## src/rtl/comb_sweep_pkg.sv

```systemverilog
// comb_sweep_pkg: shared state encoding and parameter defaults for the truth-table sweeper
package comb_sweep_pkg;
    localparam int N_DEF          = 3;
    localparam int SETTLE_CYC_DEF = 4;
    typedef enum logic [1:0] {IDLE, SETTLE, SAMPLE, DONE} state_t;
endpackage

```

## src/rtl/comb_sweep_if.sv

```systemverilog
// comb_sweep_if: bundle between the sweeper and the block under sweep plus its control/result side
interface comb_sweep_if import comb_sweep_pkg::*; #(parameter int N = N_DEF);
    logic               start;
    logic [2**N-1:0]    expected;
    logic               f_in;
    logic [N-1:0]       x_out;
    logic               busy;
    logic               done;
    logic [2**N-1:0]    table_out;
    logic               table_valid;
    logic               mismatch;
    logic [2**N-1:0]    mismatch_mask;
    modport master (output start, expected, f_in,
                    input  x_out, busy, done, table_out, table_valid, mismatch, mismatch_mask);
    modport slave  (input  start, expected, f_in,
                    output x_out, busy, done, table_out, table_valid, mismatch, mismatch_mask);
endinterface

```

## src/rtl/comb_sweep_settle_timer.sv

```systemverilog
// settle_timer: dwell counter with clear/enable; tc flags the last settle cycle
module settle_timer #(parameter int SETTLE_CYC = 4) (
    input  logic clk,
    input  logic rst,
    input  logic clr,
    input  logic en,
    output logic tc
);
    logic [7:0] cnt_q, cnt_d;
    always_comb cnt_d = clr ? 8'd0 : en ? cnt_q + 8'd1 : cnt_q;
    assign tc = cnt_q == 8'(SETTLE_CYC - 1);
    always_ff @(posedge clk) begin
        if (rst) cnt_q <= 8'd0;
        else     cnt_q <= cnt_d;
    end
endmodule

```

## src/rtl/comb_sweep.sv

```systemverilog
// comb_sweep: steps x_out through every code, samples f_in after a settle dwell, compares to a latched reference
module comb_sweep import comb_sweep_pkg::*; #(
    parameter int N          = N_DEF,
    parameter int SETTLE_CYC = SETTLE_CYC_DEF
) (
    input logic          clk,
    input logic          rst,
    comb_sweep_if.slave  bus
);
    localparam int W = 2**N;
    state_t         state_q, state_d;
    logic [N-1:0]   x_q, x_d;
    logic [W-1:0]   tab_q, tab_d, exp_q, exp_d, mask_q, mask_d;
    logic           valid_q, valid_d, done_q, done_d, mis_q;
    logic           clr, en, tc;

    settle_timer #(.SETTLE_CYC(SETTLE_CYC)) u_timer (
        .clk(clk), .rst(rst), .clr(clr), .en(en), .tc(tc)
    );

    always_comb begin
        state_d = state_q;
        x_d     = x_q;
        tab_d   = tab_q;
        exp_d   = exp_q;
        mask_d  = mask_q;
        valid_d = valid_q;
        done_d  = 1'b0;
        clr     = 1'b0;
        en      = 1'b0;
        unique case (state_q)
            IDLE: if (bus.start) begin
                state_d = SETTLE;
                x_d     = '0;
                tab_d   = '0;
                valid_d = 1'b0;
                exp_d   = bus.expected;
                clr     = 1'b1;
            end
            SETTLE: begin
                en      = 1'b1;
                state_d = tc ? SAMPLE : SETTLE;
            end
            SAMPLE: begin
                tab_d[x_q] = bus.f_in;
                clr        = 1'b1;
                state_d    = &x_q ? DONE : SETTLE;
                x_d        = &x_q ? x_q : x_q + 1'b1;
            end
            DONE: begin
                done_d  = 1'b1;
                valid_d = 1'b1;
                mask_d  = tab_q ^ exp_q;
                x_d     = '0;
                state_d = IDLE;
            end
        endcase
    end

    always_ff @(posedge clk) begin
        if (rst) begin
            state_q <= IDLE;
            x_q     <= '0;
            tab_q   <= '0;
            exp_q   <= '0;
            mask_q  <= '0;
            valid_q <= 1'b0;
            done_q  <= 1'b0;
            mis_q   <= 1'b0;
        end else begin
            state_q <= state_d;
            x_q     <= x_d;
            tab_q   <= tab_d;
            exp_q   <= exp_d;
            mask_q  <= mask_d;
            valid_q <= valid_d;
            done_q  <= done_d;
            mis_q   <= |mask_d;
        end
    end

    assign bus.x_out         = x_q;
    assign bus.busy          = state_q == SETTLE || state_q == SAMPLE;
    assign bus.done          = done_q;
    assign bus.table_out     = tab_q;
    assign bus.table_valid   = valid_q;
    assign bus.mismatch      = mis_q;
    assign bus.mismatch_mask = mask_q;
endmodule

```

## src/flat_wrapper.sv

```systemverilog
// flat-port wrapper written by rule: the top's interface ports become plain ports
module comb_sweep_flat import comb_sweep_pkg::*;
#(
    parameter int N          = N_DEF,
    parameter int SETTLE_CYC = SETTLE_CYC_DEF
)
  (clk, rst, bus_start, bus_expected, bus_f_in, bus_x_out, bus_busy, bus_done, bus_table_out, bus_table_valid, bus_mismatch, bus_mismatch_mask);
  comb_sweep_if #(.N(N)) bus_i ();
  input logic clk;
  input logic rst;
  input wire logic [$bits(bus_i.start)-1:0] bus_start;
  input wire logic [$bits(bus_i.expected)-1:0] bus_expected;
  input wire logic [$bits(bus_i.f_in)-1:0] bus_f_in;
  output wire logic [$bits(bus_i.x_out)-1:0] bus_x_out;
  output wire logic [$bits(bus_i.busy)-1:0] bus_busy;
  output wire logic [$bits(bus_i.done)-1:0] bus_done;
  output wire logic [$bits(bus_i.table_out)-1:0] bus_table_out;
  output wire logic [$bits(bus_i.table_valid)-1:0] bus_table_valid;
  output wire logic [$bits(bus_i.mismatch)-1:0] bus_mismatch;
  output wire logic [$bits(bus_i.mismatch_mask)-1:0] bus_mismatch_mask;
  assign bus_i.start = bus_start;
  assign bus_i.expected = bus_expected;
  assign bus_i.f_in = bus_f_in;
  assign bus_x_out = bus_i.x_out;
  assign bus_busy = bus_i.busy;
  assign bus_done = bus_i.done;
  assign bus_table_out = bus_i.table_out;
  assign bus_table_valid = bus_i.table_valid;
  assign bus_mismatch = bus_i.mismatch;
  assign bus_mismatch_mask = bus_i.mismatch_mask;
  comb_sweep #(.N(N), .SETTLE_CYC(SETTLE_CYC)) u_core (.clk(clk), .rst(rst), .bus(bus_i));
endmodule
```

## config.mk

```make
export PLATFORM = sky130hd
export DESIGN_NAME = comb_sweep_flat
export DESIGN_NICKNAME = d
export VERILOG_FILES = /design/src/rtl/comb_sweep_pkg.sv /design/src/rtl/comb_sweep_if.sv /design/src/rtl/comb_sweep_settle_timer.sv /design/src/rtl/comb_sweep.sv /design/src/flat_wrapper.sv
export SDC_FILE = /design/constraint.sdc
export NUM_CORES = 1
export LEC_CHECK = 0
export ABC_AREA = 1
export CORE_MARGIN = 3
export CORE_UTILIZATION = 42
export CTS_CLUSTER_SIZE = 14
export DETAILED_ROUTE_END_ITERATION = 8
export GPL_TIMING_DRIVEN = 0
export PLACE_DENSITY = 0.66
export SLEW_MARGIN = 5
export SYNTH_ARGS = -nofsm -noshare
export SYNTH_HDL_FRONTEND = slang
export SYNTH_SLANG_ARGS = --single-unit
```

## constraint.sdc

```tcl
create_clock -name clk -period 2.1 [get_ports clk]
set_clock_uncertainty 0.15 [all_clocks]
set_input_delay 0.42 -clock clk [delete_from_list [all_inputs] [get_ports clk]]
set_output_delay 0.42 -clock clk [all_outputs]
set_load 0.03 [all_outputs]
```

## After elaboration in Yosys (flattened, before gate mapping)

Cells that the tools add are included.

| cells by class | value |
|---|---|
| equal/unequal tests | 6 |
| bitwise gates (word level) | 1 |
| muxes and demuxes | 19 |
| add/sub/neg operators | 2 |
| order comparisons | 2 |
| reductions and logical operators | 13 |

Operator list:

| cell | count |
|---|---|
| $mux W8 | 2 |
| $pmux W8 S2 | 1 |
| $pmux W3 S3 | 1 |
| $add A8 B1 Y8 const B | 1 |
| $bwmux W8 | 1 |
| $eq A8 B2 Y1 const B | 1 |
| $pmux W2 S4 | 1 |
| $reduce_or A8 Y1 | 1 |
| $xor A8 B8 Y8 | 1 |
| $mux W2 | 3 |
| $mux W3 | 2 |
| $reduce_and A2 Y1 | 3 |
| $reduce_and A3 Y1 | 2 |
| $mux W1 | 5 |
| $eq A2 B2 Y1 const B | 2 |
| $lt A3 B4 Y1 const B | 1 |
| $ne A2 B2 Y1 const B | 2 |
| $pmux W1 S2 | 2 |
| $reduce_bool A2 Y1 | 2 |
| $add A3 B1 Y3 const B | 1 |
| $demux W1 S3 | 1 |
| $ge A3 B1 Y1 const B | 1 |
| $reduce_bool A3 Y1 | 1 |
| $eq A2 B1 Y1 const B | 1 |
| other kinds (4) | 4 |

| word-level totals | value |
|---|---|
| output and inout bits | 23 |
| input port bits | 12 |
| register bits after elaboration | 40 |
| word-level logic and storage cells | 52 |

## Longest topological paths before layout

Gate-level depths: netlist of the first run.

| logic depth | value |
|---|---|
| depth after elaboration | 6 |
| depth in mapped cells | 9 |
| depth with buffers taken out | 8 |

## Hierarchy

From an unflattened synthesis of the first run, not the netlist that was laid out.

| unflattened totals | value |
|---|---|
| cell total of the unflattened synthesis | 268 |
| area, all modules | 1916.8 um^2 |

By module, submodules not included:

| module | cells an instance | instances | seq. area each (um^2) | area each (um^2) |
|---|---|---|---|---|
| comb_sweep | 210 | 1 | 640.6 | 1514.0 |
| settle_timer | 58 | 1 | 160.2 | 402.9 |

## Worst setup path before layout of the first run

No wires, ideal clock.

| path | value |
|---|---|
| path kind | reg2reg |
| start | register u_core.x_q[0], in the netlist u_core.bus.x_out[0] |
| end | register u_core.x_q[0], in the netlist u_core.bus.x_out[0] |
| arrival time | 1383 ps |
| clock period less this slack | 1650 ps |
| path slack | 450 ps |
| stages on the path, launching flop included | 9 |
| data required time | 1833 ps |
| library setup time | 117 ps |
| path buffers | 0 |
| path through | dfxtp_1 > ha_1 > ha_1 > nand2_1 > nand2_1 > nor2_1 > inv_1 > a21oi_1 > nor2_1 |

| between the ends | value |
|---|---|
| word-level cells in the longest chain between the ends | 3 |
| elaborated cells on any way between the ends | 6 |
| those cells by class | add/sub (1); eq/ne (1); mux (2); reduce/logical (2) |

RTL lines:

| what | line | text |
|---|---|---|
| from (decl) | comb_sweep.sv:12 | `logic [N-1:0] x_q, x_d;` |
| from (signal assigned) | comb_sweep.sv:63 | `x_q <= '0;` |
| from (signal assigned) | comb_sweep.sv:72 | `x_q <= x_d;` |
| $add A3 B1 Y3 / $reduce_and A3 Y1 (equally long branches) | comb_sweep.sv:48 | `x_d = &x_q ? x_q : x_q + 1'b1;` |
| $mux W3 / $ne A2 B2 Y1 (equally long branches) | - |  |
| $pmux W3 S3 / $reduce_and A3 Y1 (equally long branches) | - |  |

Parallel ways exist; a longest one is shown, timed or not. The select of a mux whose other input is x is not followed.
A chain may end at the register's enable or synchronous reset.

## Worst setup path in the final report of the first run

| path | value |
|---|---|
| start | register u_core.state_q[0] |
| end | output port bus_busy |

| between the ends | value |
|---|---|
| word-level cells in the longest chain between the ends | 2 |
| elaborated cells on any way between the ends | 3 |
| those cells by class | eq/ne (2); reduce/logical (1) |

RTL lines:

| what | line | text |
|---|---|---|
| from (decl) | comb_sweep.sv:11 | `state_t state_q, state_d;` |
| from (signal assigned) | comb_sweep.sv:71 | `state_q <= state_d;` |
| $eq A2 B1 Y1 / $eq A2 B2 Y1 (equally long branches) | comb_sweep.sv:83 | `assign bus.busy = state_q == SETTLE \|\| state_q == SAMPLE;` |
| $logic_or A1 B1 Y1 (*) | comb_sweep.sv:83 |  |
| to (decl) | flat_wrapper.sv:15 | `output wire logic [$bits(bus_i.busy)-1:0] bus_busy;` |

Every way passes the cells marked *; elsewhere a longest branch is shown, timed or not.

==> results of run 1 <==
-- through the flow --
step	std cells	instance area, sq um	setup WS [ns]
after floorplan	267	1880	0.450
after global placement	351	2280	0.128
after detailed placement	351	2280	0.127
after CTS	359	2410	0.0299
after global routing	359	2410	0.0203
final	359	2410	0.0904
-- area by class of cell --
cell class / instances / area, sq um / share of cell area
flip-flops and latches: 40 / 801 / 0.332
inverters: 36 / 135 / 0.0560
well taps: 50 / 62.6 / 0.0259
repair buffers: 34 / 347 / 0.144
clock buffers: 7 / 96.3 / 0.0399
plain buffers: 5 / 21.3 / 0.00881
multi-input cells: 186 / 921 / 0.382
clock inverters: 1 / 30.0 / 0.0124
-- sequential cells by signal, summed over array words and instances (netlist names) --
register	count
u_core.state_q	2
u_core.bus.done	1
u_core.u_timer.cnt_q	8
u_core.bus.mismatch	1
u_core.bus.x_out	3
u_core.bus.mismatch_mask	8
u_core.bus.table_out	8
u_core.bus.table_valid	1
u_core.exp_q	8
-- routing by layer --
metal / vias to the layer above / track usage / share of wire
li1: 942 / - / -
met1: 758 / 0.236 / 0.51
met2: 32 / 0.249 / 0.43
met3: 7 / 0.0386 / 0.047
met4: 0 / 0.0594 / 0.012
met5: - / 0 / 0
-- Yosys cell counts, drive strengths merged --
| cell | n | area share |
|---|---|---|
| nand2 | 75 | 0.15 |
| dfxtp | 40 | 0.43 |
| a21oi | 36 | 0.098 |
| inv | 36 | 0.072 |
| o21ai | 22 | 0.061 |
| nor2 | 18 | 0.043 |
| nand3 | 13 | 0.040 |
| nor3 | 12 | 0.035 |
| ha | 8 | 0.053 |
| buf | 3 | 0.0073 |
| clkbuf | 2 | 0.0040 |
| a32o | 1 | 0.0053 |
| or2 | 1 | 0.0033 |
-- cells by family (layout without fill, tap and decap cells) --
logic type               Yosys count  in the layout  share of synthesized area
AO/OA/AOI/OAI                     59             59                      0.164
adder cells (fa/ha/maj)            8              8                     0.0533
AND/OR/NAND/NOR                  119            119                      0.273
flip-flops                        40             40                      0.426
buffers and inverters             41             83                     0.0833
-- critical path: stages (launching register included) --
cell and delay, ns:
dfxtp_1 0.39, inv_1 0.10, ha_1 0.28, dlygate4sd2_1 0.39
-- how the worst max path moves through the flow --
stage,startpoint,end,cells past startpoint
2_1_floorplan,u_core.bus.x_out[0]$_SDFFE_PP0P_,u_core.bus.x_out[0]$_SDFFE_PP0P_,8
3_3_place_gp,u_core.state_q[0]$_SDFFE_PP0P_,bus_busy,3
5_1_grt,u_core.state_q[0]$_SDFFE_PP0P_,bus_busy,3
4_1_cts,u_core.bus.x_out[2]$_SDFFE_PP0P_,bus_x_out[2],1
6_report,u_core.state_q[0]$_SDFFE_PP0P_,bus_busy,3
3_5_place_dp,u_core.state_q[0]$_SDFFE_PP0P_,bus_busy,3
-- power groups by stage --
| stage | sequential, mW | combinational, mW | clock (mW) |
|---|---|---|---|
| 3_3_place_gp | 0.837 | 0.297 | 0 |
| 2_1_floorplan | 0.853 | 0.188 | 0 |
| 4_1_cts | 0.821 | 0.296 | 0.695 |
| 5_1_grt | 0.826 | 0.333 | 0.718 |
| 6_report | 0.820 | 0.294 | 0.677 |
| 3_5_place_dp | 0.839 | 0.298 | 0 |
-- timing repair --
| item | 4_1_cts | 5_1_grt |
|---|---|---|
| endpoints found under the setup margin | 1 | 3 |
| resized for setup | 1 | 3 |
| buffers inserted | 0 | 0 |
| hold endpoints to repair | 0 | 0 |
| cloned | 0 | 0 |
==> summary.txt, run 1 <==
Clocking
  • CTS tree: yes
  • Clock root buffer: clkbuf_8
  • Clock Latency Late Sink: 0.29 ns
  • Max Root-Sink Buffers: 2
  • H-Tree Level Count: 2
  • CTS Hold Bufs: 0
  • Clock transition at path regs: 0.08 ns
  • CTS buffer count: 5
  • Num Clock Sinks: 40

Logic synthesis
  • Area of the mapped netlist: 1880 sq um
  • Syn Nets: ~290
  • Ys Warns: 0
  • Mean Syn Cell Area: 7.03 sq um
  • #FFs+latches synth: 40
  • Gate Count Post-Synth: between 200 and 300
  • Post-synthesis sequential area ratio: 0.426
  • Yosys cell types: 23

Drt
  • DRT Pass-1 Iters: 4
  • Routed wire length: about 4100 um
  • Drt wl/cell: 11.5 um
  • Residual DRC count: 0
  • Routed Antenna Nets: 0
  • Via/cell ratio: ~4.8
  • 1st-iter DRT viols: 110
  • Routed vias: around 1700

Die
  • Core area: 4140 sq um
  • Starting Density: 0.453
  • Die Y-Extent: 72.9 um
  • Number of placement rows: 23
  • Die ar.: 5310 sq um
  • Die width: about 73 um
  • Io pins: 35

Layout
  • Most common cell after layout, fill and taps aside: nand2_1
  • Layout Utilization: 0.582
  • Area Growth Syn to Fin: 28.5%
  • Most frequent cells in the layout: nand2_1, dfxtp_1, a21oi_1
  • ANT cells: 0
  • Layout cell share with drive strength beyond 1: 0.0744
  • Filler Cells Inserted: roughly 400
  • Layout Nets: 328

Place
  • Post-DP HPWL: 3050 um
  • Routability cong.: 0.834
  • I/O Buffers: 34

Worst setup path
  • CP max FO: 5
  • R2R Path End: u_core.bus.mismatch$_SDFF_PP0_
  • R2R Setup Slk: 0.37 ns
  • CP Launch Type: flop
  • FF-to-FF path depth: 9
  • RR Startpoint: u_core.state_q[0]$_SDFFE_PP0P_
  • Critical path class: flop to primary output
  • CP arrival: roughly 1.4 ns
  • CP endpoint kind: primary output
  • Required time of the critical path: around 1.5 ns

Power and ir drop
  • Total power per unit cell area: ~740 nW/um^2
  • Combinational cell fraction of total power: 0.164
  • Sequential share of power: 0.458
  • Pint: 1.32 mW
  • Peak VDD IR: approximately 0.00046 V
  • Net load switching power: 473 uW
  • Static Leak: 1.02 nW
  • Switching share of power: 0.264
  • Tot Pwr: 1.79 mW
  • Clock share of power: 0.378

Global routing
  • First-pass GRT wire length: 6820 um
  • Total track usage: 0.167
  • Vias in the first global route: 1510
  • Pin count of the biggest net entering global routing: 13
  • Initial antenna violation count: 0
  • GRT Residual Overflow: 0

Timing
  • Slew HR: 0.643
  • Least-Margin Pin Slew: 0.535 ns
  • Setup violators final: 0
  • Final slew viol count: 0
  • Period utilisation layout: 0.957
  • Fmax: about 500 MHz
  • Hold Fails Final Rpt: 0
  • Post-layout min period: 2.01 ns
  • RSZ-0062 raised after global routing: false
  • Setup_tns: 0 ns
  • Hold WS: ~0.32 ns

Outcome
  • Status: finished, final reports clean

Flow run
  • Max_cap viols: 0

Worst hold path
  • Hold Crit Depth: 2
  • Worst Hold Launch: u_core.exp_q[2]$_SDFFE_PP0P_
  • Min-Delay Endpoint: u_core.exp_q[2]$_SDFFE_PP0P_
  • Hold Crit Class: flop to flop
Note: power is estimated with default switching activity, not from simulation.
==> run 2, diff against run 1 <==
--- a/config.mk
+++ b/config.mk
@@ -15,4 +15,5 @@
 export SLEW_MARGIN = 5
 export SYNTH_ARGS = -nofsm -noshare
 export SYNTH_HDL_FRONTEND = slang
+export SYNTH_HIERARCHICAL = 1
 export SYNTH_SLANG_ARGS = --single-unit
==> run 2 against run 1 <==
Final area increased by 1.7%. Highest routed layer unchanged. Fmax increased by 1.8%. Sequential cell count unchanged. Count of clock-buffer cells in the layout decreased by 2.
==> summary.txt, run 2 <==
Logic synthesis
  • Post-synthesis sequential area ratio: 0.418
  • EDFF count, synth: 0
  • Post-synth ARST share: 0
  • Area of the mapped netlist: about 1900 sq um
  • Cell taking the most area after synthesis: dfxtp_1
  • Gate Count Post-Synth: 268
  • #FFs+latches synth: 40
  • Ys Warns: 6
  • Mean Syn Cell Area: 7.15 sq um
  • Commonest cells post-synth: nand2_1, dfxtp_1, a21oi_1
  • Yosys cell types: 24
  • Synth top area share: 0.418
  • Count leader, synth: nand2_1
  • Synth top area cells: dfxtp_1, nand2_1, a21oi_1, ha_1, inv_1
  • Syn Nets: ~290
  • Synth Flop Type: dfxtp_1

Clocking
  • Clock Latency Late Sink: 0.29 ns
  • H-Tree Level Count: 2
  • CTS Hold Bufs: 0
  • Post CTS Setup Buffer Count: 0
  • Max Root-Sink Buffers: 2
  • Clock transition at path regs: 0.08 ns
  • CTS buffer count: 5
  • CTS tree: yes
  • Num Clock Sinks: 40
  • Clock root buffer: clkbuf_8

Timing
  • Setup ws final: 0.125 ns
  • Hold Fails Final Rpt: 0
  • Least-Margin Pin Slew: roughly 0.5 ns
  • Post-layout min period: 1.97 ns
  • Setup violators final: 0
  • Period utilisation layout: 0.940
  • Fmax: 506 MHz
  • Final slew viol count: 0
  • Slew HR: 0.666
  • Hold WS: 0.322 ns
  • Setup_tns: 0 ns

Layout
  • Area Growth Syn to Fin: 28.0%
  • Layout Utilization: 0.584
  • Fin area: 2450 sq um
  • ANT cells: 0
  • Most frequent cells in the layout: nand2_1, dfxtp_1, a21oi_1
  • Most common cell after layout, fill and taps aside: nand2_1
  • Layout Nets: 330
  • Layout cell share with drive strength beyond 1: 0.0903

Drt
  • 1st-iter DRT viols: 95
  • Drt wl/cell: 11.8 um
  • Via/cell ratio: about 5
  • Routed vias: roughly 1800
  • Routed Antenna Nets: 0
  • Routed wire length: 4260 um
  • Residual DRC count: 0
  • DRT Pass-1 Iters: 4

Place
  • Routability cong.: approximately 0.8
  • I/O Buffers: 34
  • Cell area after placement: around 2300 sq um
  • DP Worst Slack: -0.390 ns
  • Post-DP HPWL: 3090 um

Worst setup path
  • CP max stage cell: dfxtp_1
  • Max incr delay on CP: 0.39 ns
  • Critical path class: flop to primary output
  • FF-to-FF path depth: 8
  • Required time of the critical path: 1.53 ns
  • Worst-path cell chain: inv_1 > ha_1 > clkdlybuf4s15_1
  • CP arrival: 1.40 ns
  • CP Launch Type: flop
  • CP max FO: 4
  • CP endpoint kind: primary output

Global routing
  • Total track usage: 0.175
  • Pin count of the biggest net entering global routing: 14
  • Initial antenna violation count: 0
  • First-pass GRT wire length: 7310 um
  • GRT Residual Overflow: 0
  • Vias in the first global route: 1615

Power and ir drop
  • Total power per unit cell area: 653 nW/um^2
  • Peak VDD IR: 0.000370 V
  • Static Leak: 1.05 nW

Die
  • Io pins: 35
  • Die Y-Extent: between 70 and 80 um
  • Core area: between 4000 and 5000 sq um
  • Die ar.: 5410 sq um
  • Number of placement rows: 23
  • Die width: 73.6 um
  • Starting Density: 0.456

Flow run
  • Max_cap viols: 0

Worst hold path
  • Hold Crit Depth: 2
  • Hold Crit Class: flop to flop

Outcome
  • Status: finished, final reports clean
-- run 2: through the flow --
step                power, mW  cells
CTS                      1.62    360
global route             1.68    360
detailed placement      0.990    352
floorplan               0.932    268
finish                   1.60    360
global placement        0.988    352
-- run 2: layer usage --
metal,up-vias,track usage,wire length [um]
li1,945,-,-
met1,765,0.241,2050
met2,44,0.259,1900
met3,5,0.0438,274
met4,0,0.0765,42
met5,-,0,0
-- run 2: power breakdown --
group	internal [mW]	switching, mW
Clock	0.352	0.273
Sequential	0.780	0.0172
Combinational	0.0701	0.110
-- run 2: timing repair --
item,4_1_cts,5_1_grt
hold endpoints to repair,0,0
resized for setup,4,5
setup endpoints to repair,9,9
pin swaps,0,1
cloned,0,0
-- run 2: worst paths after layout --
kind / start / endpoint / slack [ns]
worst min-delay path: u_core/exp_q[2]$_SDFFE_PP0P_ / u_core/exp_q[2]$_SDFFE_PP0P_ / 0.32
worst min register to register: u_core/exp_q[2]$_SDFFE_PP0P_ / u_core/exp_q[2]$_SDFFE_PP0P_ / 0.32
worst max register to register: u_core/state_q[0]$_SDFFE_PP0P_ / u_core/u_timer/cnt_q[1]$_SDFFE_PP0P_ / 0.18
worst max-delay path: u_core/state_q[0]$_SDFFE_PP0P_ / bus_busy / 0.13
-- run 2: cells by family after synthesis --
group | after synthesis | share of synthesized area
flip-flops | 40 | 0.418
adder cells (fa/ha/maj) | 9 | 0.0587
buffers and inverters | 40 | 0.0796
AND/OR/NAND/NOR | 122 | 0.281
AO/OA/AOI/OAI | 57 | 0.163
-- run 2: cell type report --
cell class                      instances  area (sq um)
Buffer                                  4          20.0
Clock buffer                            5          68.8
Clock inverter                          3          42.5
Fill cell                             398          1750
Inverter                               36           135
Multi-Input combinational cell        188           976
Sequential cell                        40           801
Tap cell                               50          62.6
Timing Repair Buffer                   34           348
-- run 2: worst max-delay path: cells and delay by family (launching register included) --
kind	cells	cell delay, ns
DFF	1	0.39
adders and majority gates	1	0.28
buffers and inverters	2	0.45
==> run 3, diff against run 2 <==
--- a/config.mk
+++ b/config.mk
@@ -12,6 +12,7 @@
 export DETAILED_ROUTE_END_ITERATION = 8
 export GPL_TIMING_DRIVEN = 0
 export PLACE_DENSITY = 0.66
+export SKIP_LAST_GASP = 1
 export SLEW_MARGIN = 5
 export SYNTH_ARGS = -nofsm -noshare
 export SYNTH_HDL_FRONTEND = slang
==> results of run 3 <==
Same layout as run 2: the final DEF is identical, and so are final timing and power.
Main changes from that run: number of gates resized after CTS 4 -> 3
